**config.mk**
```make
export PLATFORM = sky130hd
export DESIGN_NAME = uart_rx_controller
export DESIGN_NICKNAME = d
export VERILOG_FILES = /design/src/rtl/uart_pkg.sv /design/src/rtl/uart_rx_fifo.sv /design/src/rtl/uart_rx_controller.sv
export SDC_FILE = /design/constraint.sdc
export NUM_CORES = 1
export LEC_CHECK = 0
export CAP_MARGIN = 0
export CORE_UTILIZATION = 45
export CTS_BUF_LIST = sky130_fd_sc_hd__clkbuf_4
export CTS_CLUSTER_DIAMETER = 50
export DETAILED_ROUTE_END_ITERATION = 7
export GPL_ROUTABILITY_DRIVEN = 0
export GPL_TIMING_DRIVEN = 0
export PLACE_DENSITY = 0.67
export SLEW_MARGIN = 30
export SYNTH_ARGS = -nofsm -noshare
export SYNTH_HDL_FRONTEND = slang
export SYNTH_SLANG_ARGS = --single-unit
```
**constraint.sdc**
```tcl
create_clock -name clk -period 6.6 [get_ports clk]
set_input_delay 1.65 -clock clk [delete_from_list [all_inputs] [get_ports clk]]
set_output_delay 1.65 -clock clk [all_outputs]
set_load 0.05 [all_outputs]
```
**src/rtl/uart_pkg.sv**
```systemverilog
// uart_pkg: frame constants, receiver states and baud divisor table shared by both UART directions
package uart_pkg;
   localparam int DATA_BITS  = 8;
   localparam int OVERSAMPLE = 16;
   localparam bit PARITY_ODD = 1'b0;
   localparam int BAUD_RATE [8] = '{300, 1200, 4800, 9600, 19200, 38400, 57600, 115200};
   typedef enum logic [2:0] {IDLE, START, DATA, PARITY, STOP} rx_state_e;
   // Rounded clocks per oversample tick; only ever evaluated at elaboration
   function automatic int baud_div(input int clk_hz, input int sel);
      return (clk_hz + (OVERSAMPLE / 2) * BAUD_RATE[sel]) / (OVERSAMPLE * BAUD_RATE[sel]);
   endfunction
endpackage

```
**src/rtl/uart_rx_fifo.sv**
```systemverilog
// uart_rx_fifo: first-word-fall-through byte FIFO; data_o reads 0 while empty
module uart_rx_fifo
   import uart_pkg::*;
#(
   parameter int DEPTH = 4
) (
   input  logic                 clk,
   input  logic                 reset,
   input  logic                 push_i,
   input  logic                 pop_i,
   input  logic [DATA_BITS-1:0] data_i,
   output logic [DATA_BITS-1:0] data_o,
   output logic                 empty_o,
   output logic                 full_o
);
   localparam int AW = $clog2(DEPTH);
   logic [AW-1:0]        wr_q, rd_q;
   logic [AW:0]          cnt_q;
   logic [DATA_BITS-1:0] mem_q [DEPTH];
   logic                 do_push, do_pop;
   assign empty_o = cnt_q == '0;
   assign full_o  = cnt_q == (AW+1)'(DEPTH);
   assign do_pop  = pop_i & ~empty_o;
   // A pop in the same cycle frees the slot a full-FIFO push needs
   assign do_push = push_i & (~full_o | do_pop);
   assign data_o  = empty_o ? '0 : mem_q[rd_q];
   always_ff @(posedge clk) begin
      if (do_push) mem_q[wr_q] <= data_i;
      if (reset) begin
         wr_q  <= '0;
         rd_q  <= '0;
         cnt_q <= '0;
      end else begin
         wr_q  <= wr_q + AW'(do_push);
         rd_q  <= rd_q + AW'(do_pop);
         cnt_q <= cnt_q + (AW+1)'(do_push) - (AW+1)'(do_pop);
      end
   end
endmodule

```
**src/rtl/uart_rx_controller.sv**
```systemverilog
// uart_rx_controller: 16x-oversampled 8E1 UART receiver with sticky error flags
// and a FWFT receive FIFO for the host.
module uart_rx_controller
   import uart_pkg::*;
#(
   parameter int CLK_HZ     = 50_000_000,
   parameter int FIFO_DEPTH = 4
) (
   input  logic       clk,
   input  logic       reset,
   input  logic [2:0] baud_select,
   input  logic       Rx_EN,
   input  logic       RxD,
   input  logic       Rx_RD,
   input  logic       Rx_CLR,
   output logic [7:0] Rx_DATA,
   output logic       Rx_EMPTY,
   output logic       Rx_FULL,
   output logic       Rx_PERROR,
   output logic       Rx_FERROR,
   output logic       Rx_OVF
);
   localparam int CW = $clog2(baud_div(CLK_HZ, 0) + 1);
   localparam int DIV_TAB [8] = '{baud_div(CLK_HZ, 0), baud_div(CLK_HZ, 1), baud_div(CLK_HZ, 2),
                                  baud_div(CLK_HZ, 3), baud_div(CLK_HZ, 4), baud_div(CLK_HZ, 5),
                                  baud_div(CLK_HZ, 6), baud_div(CLK_HZ, 7)};
   rx_state_e            state_q, state_d;
   logic                 rxd_meta_q, rxd_sync_q, rxd_prev_q;
   logic [2:0]           baud_q;
   logic [CW-1:0]        div, div_cnt_q, div_cnt_d;
   logic [3:0]           smp_q, smp_d;
   logic [2:0]           bit_q, bit_d;
   logic [DATA_BITS-1:0] shift_q, shift_d;
   logic                 par_q, par_d, perr_q, perr_d, ferr_q, ferr_d, ovf_q, ovf_d;
   logic                 start_det, reload, tick, centre, commit, push;
   assign div       = CW'(DIV_TAB[baud_select]);
   assign start_det = state_q == IDLE && Rx_EN && rxd_prev_q && !rxd_sync_q;
   assign reload    = baud_select != baud_q || start_det;
   assign tick      = !reload && div_cnt_q == div - CW'(1);
   assign div_cnt_d = (reload || tick) ? '0 : div_cnt_q + CW'(1);
   assign centre    = tick && smp_q == 4'(OVERSAMPLE - 1);
   always_comb begin
      state_d = state_q;
      smp_d   = tick ? smp_q + 4'd1 : smp_q;
      bit_d   = bit_q;
      shift_d = shift_q;
      par_d   = par_q;
      commit  = 1'b0;
      case (state_q)
         IDLE: if (start_det) begin
            state_d = START;
            smp_d   = '0;
         end
         // Half a bit in: a line back high means the falling edge was a glitch
         START: if (tick && smp_q == 4'(OVERSAMPLE / 2 - 1)) begin
            state_d = rxd_sync_q ? IDLE : DATA;
            smp_d   = '0;
            bit_d   = '0;
         end
         DATA: if (centre) begin
            shift_d = {rxd_sync_q, shift_q[DATA_BITS-1:1]};
            bit_d   = bit_q + 3'd1;
            state_d = bit_q == 3'(DATA_BITS - 1) ? PARITY : DATA;
         end
         PARITY: if (centre) begin
            par_d   = (^{shift_q, rxd_sync_q}) != PARITY_ODD;
            state_d = STOP;
         end
         STOP: if (centre) begin
            commit  = 1'b1;
            state_d = IDLE;
         end
         default: state_d = IDLE;
      endcase
      if (!Rx_EN) begin
         state_d = IDLE;
         commit  = 1'b0;
      end
   end
   assign push   = commit && rxd_sync_q && !par_q;
   assign perr_d = (commit && par_q) || (perr_q && !Rx_CLR);
   assign ferr_d = (commit && !rxd_sync_q) || (ferr_q && !Rx_CLR);
   assign ovf_d  = (push && Rx_FULL && !(Rx_RD && !Rx_EMPTY)) || (ovf_q && !Rx_CLR);
   always_ff @(posedge clk) begin
      if (reset) begin
         rxd_meta_q <= 1'b1;
         rxd_sync_q <= 1'b1;
         rxd_prev_q <= 1'b1;
         baud_q     <= '0;
         div_cnt_q  <= '0;
         state_q    <= IDLE;
         smp_q      <= '0;
         bit_q      <= '0;
         shift_q    <= '0;
         par_q      <= 1'b0;
         perr_q     <= 1'b0;
         ferr_q     <= 1'b0;
         ovf_q      <= 1'b0;
      end else begin
         rxd_meta_q <= RxD;
         rxd_sync_q <= rxd_meta_q;
         rxd_prev_q <= rxd_sync_q;
         baud_q     <= baud_select;
         div_cnt_q  <= div_cnt_d;
         state_q    <= state_d;
         smp_q      <= smp_d;
         bit_q      <= bit_d;
         shift_q    <= shift_d;
         par_q      <= par_d;
         perr_q     <= perr_d;
         ferr_q     <= ferr_d;
         ovf_q      <= ovf_d;
      end
   end
   assign Rx_PERROR = perr_q;
   assign Rx_FERROR = ferr_q;
   assign Rx_OVF    = ovf_q;
   uart_rx_fifo #(.DEPTH(FIFO_DEPTH)) u_fifo (
      .clk     (clk),
      .reset   (reset),
      .push_i  (push),
      .pop_i   (Rx_RD),
      .data_i  (shift_q),
      .data_o  (Rx_DATA),
      .empty_o (Rx_EMPTY),
      .full_o  (Rx_FULL)
   );
endmodule

```
* Word-level counts from Yosys, hierarchy flattened *
Memories as Yosys holds them, arrays and structs flattened. A register that Yosys moved wholly into a read port is not among the register bits.
Cells that the tools add are included.
W data, S select, Z words.

word-level totals
  input port bits = 9
  register bits after elaboration = 49
  memories kept = 2
  word-level logic and storage cells = 110
  RAM bits = 32
  ROM bits = 256
  output and inout bits = 13

cells by class
  magnitude comparators = 1
  eq/ne operators = 15
  reduce and logical (&&, ||, !) cells = 37
  bitwise gates (word level) = 7
  $add $sub $neg = 8
  mux-type cells = 24

memories
  name             depth  bits a word  read ports  clocked after memory_dff  wr ports  line                      text
  (no name shown)  8      32           1           0                         0         uart_rx_controller.sv:36  assign div = CW'(DIV_TAB[baud_select]);
  u_fifo.mem_q     4      8            1           1                         1         uart_rx_fifo.sv:19        logic [DATA_BITS-1:0] mem_q [DEPTH];

operator list
  operator                 count
  $mux W14                 2
  $mux W3                  7
  $logic_and A1 B1 Y1      16
  $pmux W3 S5              1
  $add A14 B1 Y14 const B  1
  $eq A14 B14 Y1           1
  $sub A14 B1 Y14 const B  1
  $mux W4                  3
  $ne A2 B2 Y1 const B     5
  $eq A3 B3 Y1 const B     3
  $reduce_xor A9 Y1        1
  $mux W8                  1
  $pmux W4 S2              1
  $eq A3 B2 Y1 const B     2
  $logic_not A1 Y1         6
  $logic_not A3 Y1         2
  $mux W1                  6
  $pmux W3 S2              1
  $logic_or A1 B1 Y1       5
  $reduce_and A5 Y1        1
  $add A2 B1 Y2            2
  $add A4 B1 Y4 const B    1
  $eq A4 B3 Y1 const B     1
  $eq A4 B4 Y1 const B     1
  other kinds (15)         21

* Depth between registers and ports, before layout *
Gate-level depths: netlist of the first run.

  depth after elaboration = 16
  gate-level depth with buffers = 18
  mapped depth without buffers = 17

* Cells and area by module *
Synthesis of the first run repeated with hierarchy kept, for this count alone.

unflattened totals
  cells, all modules = 383
  area total of the unflattened synthesis = 4242.8 um^2

modules (own cells, without submodules)
  module              sequential area each (um^2)  area an instance (um^2)  instances  cells an instance
  uart_rx_controller  840.8                        2650.0                   1          295
  uart_rx_fifo        1101.1                       1592.8                   1          88

* Least setup slack after synthesis of the first run *
No wires, ideal clock.

  path kind = in2reg
  from = input port baud_select[0]
  to = memory u_fifo.mem_q[2][0], enable pin
  slack = 1.209 ns
  buffers on the path = 1
  data required time = 6.202 ns
  arrival time = 4.993 ns
  cell stages on the path = 13
  library setup time = 0.398 ns
  cells stage by stage = buf_2 inv_1 ha_1 mux2i_4 inv_1 ha_1 xor2_1 o221ai_2 a2111oi_4 nand3_1 nor3_1 nand4_1 nor4b_1

on the way
  word-level cells in the longest chain between the ends = 16
  elaborated cells on any way between the ends = 19
  classes of those cells = add/sub: 1; eq/ne: 2; mux: 7; bitwise: 2; reduce/logical: 6; memory: 1

ends and longest elaborated chain
  what                                          line                      text
  from (decl)                                   uart_rx_controller.sv:11  input logic [2:0] baud_select,
  $not A3 Y4 (not written as such)              uart_rx_controller.sv:36
  $mem_v2 Z8 W32                                n/a
  $mux W14 (not written as such) (2 in series)  uart_rx_controller.sv:36
  $sub A14 B1 Y14                               uart_rx_controller.sv:39  assign tick = !reload && div_cnt_q == div - CW'(1);
  $eq A14 B14 Y1                                uart_rx_controller.sv:39
  $logic_and A1 B1 Y1 (*)                       uart_rx_controller.sv:39
  $logic_and A1 B1 Y1 (*)                       uart_rx_controller.sv:41  assign centre = tick && smp_q == 4'(OVERSAMPLE - 1);
  $mux W1 (*)                                   uart_rx_controller.sv:69  STOP: if (centre) begin
  $mux W1 (*)                                   uart_rx_controller.sv:49  case (state_q)
  $mux W1 (*)                                   uart_rx_controller.sv:75  if (!Rx_EN) begin
  $logic_and A1 B1 Y1 (*) (2 in series)         uart_rx_controller.sv:80  assign push = commit && rxd_sync_q && !par_q;
  $and A1 B1 Y1 (*)                             uart_rx_fifo.sv:25        assign do_push = push_i & (~full_o | do_pop);
  $mux W1 (*)                                   uart_rx_fifo.sv:28        if (do_push) mem_q[wr_q] <= data_i;
  $mux W1 (not written as such) (*)             uart_rx_fifo.sv:28
  to (decl)                                     uart_rx_fifo.sv:19

Mark *: on every way between the ends. The rest lies on a longest branch, timed or not. The select of a mux whose other input is x is not followed.

* Final worst setup path of the first run *
  from = input port baud_select[0]
  to = register u_fifo.cnt_q[1]

on the way
  word-level cells in the longest chain between the ends = 16
  elaborated cells on any way between the ends = 19
  classes of those cells = add/sub: 3; eq/ne: 2; mux: 5; bitwise: 2; reduce/logical: 6; memory: 1

ends and longest elaborated chain
  what                                          line                      text
  $not A3 Y4 (not written as such)              uart_rx_controller.sv:36
  $mem_v2 Z8 W32                                n/a
  $mux W14 (not written as such) (2 in series)  uart_rx_controller.sv:36
  $sub A14 B1 Y14                               uart_rx_controller.sv:39
  $eq A14 B14 Y1                                uart_rx_controller.sv:39
  $logic_and A1 B1 Y1 (*)                       uart_rx_controller.sv:39
  $logic_and A1 B1 Y1 (*)                       uart_rx_controller.sv:41
  $mux W1 (*)                                   uart_rx_controller.sv:69
  $mux W1 (*)                                   uart_rx_controller.sv:49
  $mux W1 (*)                                   uart_rx_controller.sv:75
  $logic_and A1 B1 Y1 (*) (2 in series)         uart_rx_controller.sv:80
  $and A1 B1 Y1 (*)                             uart_rx_fifo.sv:25
  $add A3 B1 Y3 (*)                             uart_rx_fifo.sv:36        cnt_q <= cnt_q + (AW+1)'(do_push) - (AW+1)'(do_pop);
  $sub A3 B1 Y3 (*)                             uart_rx_fifo.sv:36
  to (signal assigned)                          uart_rx_fifo.sv:36
  to (decl)                                     uart_rx_fifo.sv:18        logic [AW:0] cnt_q;

Marked as above.
A chain may end at the register's enable or synchronous reset.

==> summary.txt, run 1 <==
Outcome
  – Outcome: finished clean

Synthesis
  – Synthesis Warnings: 0
  – Cells after Synth: 394
  – Share of synthesized registers carrying an async set or reset: 0
  – Average size of a mapped cell: 11.1 um^2
  – Sequential area share after synthesis: 0.446
  – Top_reg_cell synth: dfxtp_1
  – Post-Syn Area: 4350 um^2
  – Number of flops mapped to enable cells by yosys: 32
  – Synthesized Nets: 420
  – Post-synthesis cell type count: 61
  – Register bit total from synthesis: 81

Floorplan
  – Core footprint: 9330 um^2
  – DIE HEIGHT: 100 um
  – Starting Density: 0.467
  – FP Rows: 35
  – Die span in x: 100 um
  – I/O pin count: 22
  – Die area: 10100 um^2

Global routing
  – Largest net degree at the start of global routing: 17
  – Vias in the first global route: 2855
  – Total track usage: 0.184
  – Global-route wire length before repair: 14.1 mm
  – Global route overflow: 0
  – Initial antenna violation count: 0

STA
  – Final Setup Violations: 0
  – Least-Margin Pin Slew: 0.701 ns
  – Final Hold Fails: 0
  – Tmin final: 5.71 ns
  – RSZ-0062 raised after global routing: no
  – Max-slew headroom: 0.531
  – Worst setup skew after layout: 0.00995 ns
  – Hold_ws: 0.436 ns
  – Slew Viols, Final: 0
  – Crit share post-route: 0.865
  – Max Fclk: 175 MHz

Finish
  – Most common cell after layout, fill and taps aside: dfxtp_1
  – Number of antenna diodes: 0
  – Core Util, Final: 0.528
  – Fin cells: 562
  – Most frequent cells in the layout: 49 x dfxtp_1, 35 x xnor2_1, 32 x edfxtp_1
  – Share of layout cells above drive strength 1: 0.136
  – Final instance area: 4920 um^2
  – Nets@finish: 454
  – Area Growth Syn to Fin: 13.1%

Hold path
  – Hold crit path type: flop to flop

Drt
  – Post-route DRC: 0
  – Detailed Route Iter0 Violations: 144
  – Router iterations before antenna repair: 4
  – DRT antenna net count: 0
  – DR vias/cell: 5.33
  – WL/cell: 15.0 um
  – DRT Wirelength: 8.45 mm
  – Routed via count: 2993

Worst setup path
  – Crit path max fanout: 8
  – Worst setup EP type: flop
  – Critical path arrival: 6.02 ns
  – Required @ worst endpoint: 6.91 ns
  – CP Launch Type: input port
  – Crit Path Class: input port to flop

Flow run
  – Max-Cap Viols: 0

Clocking
  – H-tree level count: 3
  – Worst skew pair latency: 0.44 ns
  – CTS sink count: 81
  – Cts hold-fix bufs: 0
  – Clock Path Buffers: 2
  – PostCTS Resize Cnt: 0
  – CTS tree: yes
  – CTS buffer count: 9
  – Post-CTS Setup Bufs: 0
  – Clk pin slew, worst setup/hold paths: 0.13 ns
  – Root buf cell: clkbuf_4

Power
  – Peak VDD IR: 0.173 mV
  – Cell leakage power: 0.00186 uW
  – P per Cell Area: 219 nW/um^2

Place
  – I/O Buffers: 20
  – Placed Area: 4770 um^2
  – Half-perimeter wire length after placement: 6.38 mm
  – Inst Count DP: 546
-- layout make-up --
cell class	count	area, um^2
fillers	858	4400
multi-input cells	283	2320
flip-flops and latches	81	1940
repair buffers	23	220
well taps	129	161
clock inverters	7	85.1
plain buffers	17	78.8
clock buffers	9	67.6
inverters	13	48.8
-- logic make-up (layout without fill, tap and decap cells) --
kind of cell | Yosys count | count (layout) | synth area share
AOI/OAI and AO/OA | 41 | 41 | 0.0865
DFF | 81 | 81 | 0.446
adders and majority gates | 17 | 17 | 0.0506
buffers and inverters | 30 | 69 | 0.0293
xor gates and xnor gates | 41 | 41 | 0.0825
and+or+nand+nor | 160 | 160 | 0.224
muxes | 24 | 24 | 0.0816
-- sequential cells by signal, summed over array words and instances (netlist names), 3 cells and up --
signal,cells
u_fifo.mem_q,32
div_cnt_q,14
shift_q,8
smp_q,4
baud_q,3
bit_q,3
state_q,3
u_fifo.cnt_q,3
-- power by group --
part           leakage, uW  total [uW]  switching (uW)  internal [uW]
clock            0.0000838         315             191            124
sequential        0.000769         541            10.9            530
combinational      0.00101         220             130           90.1
total              0.00186        1080             332            744
-- per-stage QoR --
stage               power, uW  setup WS [ns]  setup TNS, ns
finish                   1080          0.891              0
global route             1140          0.613              0
CTS                      1090          0.885              0
detailed placement        777          0.403              0
global placement          769         -0.241          -5.35
floorplan                 718           1.21              0
-- worst max-delay path, stage by stage --
cell and delay (ns):
clkdlybuf4s50_1 0.53, buf_2 0.23, inv_1 0.14, ha_1 0.28, mux2i_4 0.22, inv_1 0.07, ha_1 0.31, xor2_1 0.17
o221ai_2 0.13, a2111oi_4 0.41, nand3_1 0.12, nor3_1 0.32, nand4_1 0.36, nor2_1 0.30, ha_1 0.20, fa_1 0.42
nor2b_1 0.14
-- cells in the mapped netlist (2+ instances only) --
library cell	instances	area share
nor3b_1	4	0.0069
and4_1	3	0.0060
ha_1	16	0.046
mux2i_1	13	0.030
xor2_1	6	0.012
edfxtp_1	32	0.22
nand3_1	15	0.017
and3_1	6	0.0086
inv_1	13	0.011
nor2b_1	20	0.029
a21oi_1	5	0.0057
buf_2	3	0.0034
and2_1	14	0.020
or2_2	5	0.0072
nand2b_1	18	0.026
dfxtp_1	49	0.23
and3b_1	2	0.0040
nand4_1	9	0.013
xnor2_1	35	0.070
mux4_2	8	0.041
nand2_1	14	0.012
nor4_1	5	0.0072
nor3b_2	2	0.0057
a21o_1	4	0.0069
nor4_4	3	0.015
nor3_1	9	0.010
o211a_1	2	0.0046
a31oi_1	2	0.0029
o32ai_1	3	0.0060
nor2_1	22	0.019
clkbuf_1	12	0.010
o211ai_1	3	0.0052
o221ai_2	2	0.0069
nor4b_1	2	0.0040
a41o_1	2	0.0046
a211oi_1	6	0.010
-- worst paths after layout --
kind / startpoint / endpoint / slack [ns] / cells past startpoint
max reg2reg: div_cnt_q[11]$_SDFF_PP0_ / u_fifo.cnt_q[1]$_SDFF_PP0_ / 3.30 / 11
min: rxd_meta_q$_SDFF_PP1_ / rxd_sync_q$_SDFF_PP1_ / 0.44 / 1
min reg2reg: rxd_meta_q$_SDFF_PP1_ / rxd_sync_q$_SDFF_PP1_ / 0.44 / 1
max: baud_select[0] / u_fifo.cnt_q[1]$_SDFF_PP0_ / 0.89 / 17
-- layer usage --
metal	track usage	up-vias	wire length (um)
met1	0.252	1435	4180
met2	0.284	43	3930
li1	-	1504	-
met5	0	-	0
met3	0.0411	11	217
met4	0.0669	0	123
(Power assumes the default switching activity.)
==> run 2: changes to the inputs <==
Settings changed: ABC_AREA from default to 1, ABC_CLOCK_PERIOD_IN_PS from default to 6600.
==> summary.txt, run 2 <==
Clocking
  – H-tree level count: 3 (unchanged)
  – Cts hold-fix bufs: 0 (unchanged)
  – CTS sink count: 81 (unchanged)
  – CTS buffer count: 9 (unchanged)
  – Clk pin slew, worst setup/hold paths: 0.13 ns (about the same)
  – Root buf cell: clkbuf_4
  – Clock Path Buffers: 2 (unchanged)
  – Post-CTS Setup Bufs: 0 (unchanged)
  – Worst skew pair latency: 0.43 ns (about the same)
  – PostCTS Resize Cnt: 0 (unchanged)
  – CTS tree: yes

Synthesis
  – Cells after Synth: 559 (+42%)
  – Synth cell count leaders: 113 x nand2_1, 97 x nor2_1, 70 x inv_1, 49 x dfxtp_1, 37 x nand3_1
  – Number of flops mapped to enable cells by yosys: 32 (unchanged)
  – Top_reg_cell synth: dfxtp_1
  – Most numerous cell in the Yosys netlist: nand2_1
  – Share of synthesized registers carrying an async set or reset: 0 (unchanged)
  – Average size of a mapped cell: 7.79 um^2 (-30%)
  – Synthesized Nets: 585 (+39%)
  – Register bit total from synthesis: 81 (unchanged)
  – Sequential area share after synthesis: 0.446 (about the same)
  – Largest cells by area after synthesis: dfxtp_1 23%, edfxtp_1 22%, nand2_1 9.7%, nor2_1 8.4%, inv_1 6.0%
  – Leading area contributor after synthesis: dfxtp_1
  – Top cell type's share of synthesized area: 0.225 (about the same)
  – Post-synthesis cell type count: 35 (-43%)
  – Post-Syn Area: 4350 um^2 (about the same)
  – Synthesis Warnings: 0 (unchanged)

STA
  – Final setup TNS: 0 ns (unchanged)
  – Crit share post-route: 0.795 (-0.0700)
  – Slew Viols, Final: 0 (unchanged)
  – Final Hold Fails: 0 (unchanged)
  – Final Setup Violations: 0 (unchanged)
  – Worst setup skew after layout: 0.0212 ns (+0.0113 ns)
  – Tmin final: 5.25 ns (-0.462 ns)
  – Hold_ws: 0.428 ns (-0.00817 ns)
  – RSZ-0062 raised after global routing: no
  – Least-Margin Pin Slew: 0.767 ns (+0.0653 ns)
  – Max Fclk: 191 MHz (+8.8%)
  – Max-slew headroom: 0.487 (-0.0442)

Global routing
  – Vias in the first global route: 3326 (+16%)
  – Global-route wire length before repair: 14.8 mm (+4.7%)
  – Total track usage: 0.187 (+0.00331)
  – Largest net degree at the start of global routing: 16 (-1)
  – Global route overflow: 0 (unchanged)
  – Initial antenna violation count: 0 (unchanged)

Worst setup path
  – Worst setup EP type: flop
  – Critical path arrival: 5.32 ns (-0.70 ns)
  – Max stage delay on crit path: 0.59 ns (+0.06 ns)
  – Cell mode on critical path: nand2_1
  – Critical path cell sequence: clkdlybuf4s50_1, inv_1, ha_1, inv_1, nand2_1, nand2_1, inv_1, ha_1, xor2_1, nand2_1, nor2_1, nand2_1, nor2_1, nand2_1, nor2_1, nand2_1, nor2_4, nand4_4, nor2_2, nand2_1, nor2_4, nand2_1, nor2_1
  – Crit Path Class: input port to flop
  – Critical path origin: baud_select[0]
  – CP Launch Type: input port
  – Crit path max fanout: 9 (+1)
  – Worst R2R Start: state_q[2]$_SDFFE_PP0P_
  – Required @ worst endpoint: 6.68 ns (-0.23 ns)
  – Crit-path slowest cell: clkdlybuf4s50_1

Hold path
  – Hold wc startpoint: rxd_meta_q$_SDFF_PP1_
  – Hold crit path type: flop to flop

Drt
  – Post-route DRC: 0 (unchanged)
  – DRT Wirelength: 8.47 mm (+0.20%)
  – DRT antenna net count: 0 (unchanged)
  – Routed via count: 3512 (+17%)
  – WL/cell: 11.7 um (-22%)
  – Router iterations before antenna repair: 4 (unchanged)
  – Detailed Route Iter0 Violations: 194 (+35%)
  – DR vias/cell: 4.84 (-9.0%)

Power
  – P per Cell Area: 256 nW/um^2 (+17%)
  – Peak VDD IR: 0.127 mV (-27%)
  – Cell leakage power: 0.00208 uW (+12%)

Flow run
  – Max-Cap Viols: 0 (unchanged)

Floorplan
  – FP Rows: 35 (unchanged)
  – Starting Density: 0.469 (+0.00207)
  – Die area: 10100 um^2 (about the same)
  – I/O pin count: 22 (unchanged)
  – Die span in x: 100 um (about the same)
  – Core footprint: 9280 um^2 (-0.47%)
  – DIE HEIGHT: 100 um (about the same)

Finish
  – Number of antenna diodes: 0 (unchanged)
  – Max FFs per register: 32 (unchanged)
  – Nets@finish: 617 (+36%)
  – Share of layout cells above drive strength 1: 0.0889 (-0.0473)
  – Most frequent cells in the layout: 113 x nand2_1, 97 x nor2_1, 70 x inv_1
  – Filler cell count: 898 (+4.7%)
  – Largest register by flop count: u_fifo.mem_q
  – Final instance area: 4900 um^2 (-0.48%)
  – Most common cell after layout, fill and taps aside: nand2_1
  – Biggest regs: u_fifo.mem_q: 32 flops, div_cnt_q: 14 flops, shift_q: 8 flops
  – Area Growth Syn to Fin: 12.6%

Place
  – Half-perimeter wire length after placement: 6.57 mm (+2.9%)
  – I/O Buffers: 21 (+5.0%)
  – Placed Area: 4730 um^2 (-0.87%)

Outcome
  – Outcome: finished clean
run 2: cell types whose count changed after synthesis, moves of 18 or more:
| cell | previous run | this run |
|---|---|---|
| nand3_1 | 15 | 37 |
| nor2_1 | 22 | 97 |
| xnor2_1 | 35 | 7 |
| nand2_1 | 14 | 113 |
| nor2b_1 | 20 | 0 |
| nand2b_1 | 18 | 0 |
| inv_1 | 13 | 70 |
| o21ai_0 | 1 | 21 |
| a21oi_1 | 5 | 28 |
run 2: cells by family (layout without fill, tap and decap cells):
logic type                 count (synthesis)  after routing  share of synthesized area
AOI/OAI and AO/OA                         53             53                     0.0624
xor gates and xnor gates                  23             23                     0.0463
adders and majority gates                 17             17                     0.0506
buffers and inverters                     84            121                     0.0753
DFF                                       81             81                      0.446
and+or+nand+nor                          301            301                      0.319
run 2: stage by stage:
step | instances | worst slack (ns) | power [uW] | util
after global placement | 709 | 0.921 | 918 | 0.509
after CTS | 725 | 1.32 | 1260 | 0.528
after global routing | 725 | 0.952 | 1340 | 0.528
after floorplan | 559 | 2.13 | 827 | -
final | 725 | 1.35 | 1250 | 0.528
after detailed placement | 709 | 0.884 | 930 | 0.509
run 2: final timing paths:
| check | end | slack, ns | depth (start not counted) |
|---|---|---|---|
| setup / recovery | u_fifo.mem_q[1][3]$_DFFE_PP_ | 1.35 | 23 |
| hold / removal | rxd_sync_q$_SDFF_PP1_ | 0.43 | 1 |
| setup reg to reg | u_fifo.mem_q[1][3]$_DFFE_PP_ | 3.75 | 12 |
| hold reg to reg | rxd_sync_q$_SDFF_PP1_ | 0.43 | 1 |
run 2: metal layers:
| metal | track usage | wire, um | up-vias |
|---|---|---|---|
| li1 | - | - | 1846 |
| met1 | 0.222 | 3810 | 1603 |
| met2 | 0.333 | 4200 | 54 |
| met3 | 0.0432 | 333 | 9 |
| met4 | 0.0613 | 121 | 0 |
| met5 | 0 | 0 | - |
run 2: final cells by class:
cell class                 instances  area [um^2]  area share
clock inverter                     7          103      0.0209
inverter                          74          278      0.0567
tap                              129          161      0.0329
sequential                        81         1940       0.396
multi-input combinational        394         2090       0.426
timing repair buffer              21          210      0.0429
buffer                            10         50.0      0.0102
clock buffer                       9         67.6      0.0138
run 2: where the power goes:
part,leakage [uW],switching [uW],internal [uW]
Combinational,0.00122,250,123
Clock,0.0000867,181,157
Sequential,0.000770,11.1,532
Total,0.00208,442,811
run 2: worst max-delay path, delay by kind of cell:
family | cells | cell delay, ns
and+or+nand+nor | 16 | 2.07
adders and majority gates | 2 | 0.55
buffers and inverters | 4 | 0.91
xor gates and xnor gates | 1 | 0.13
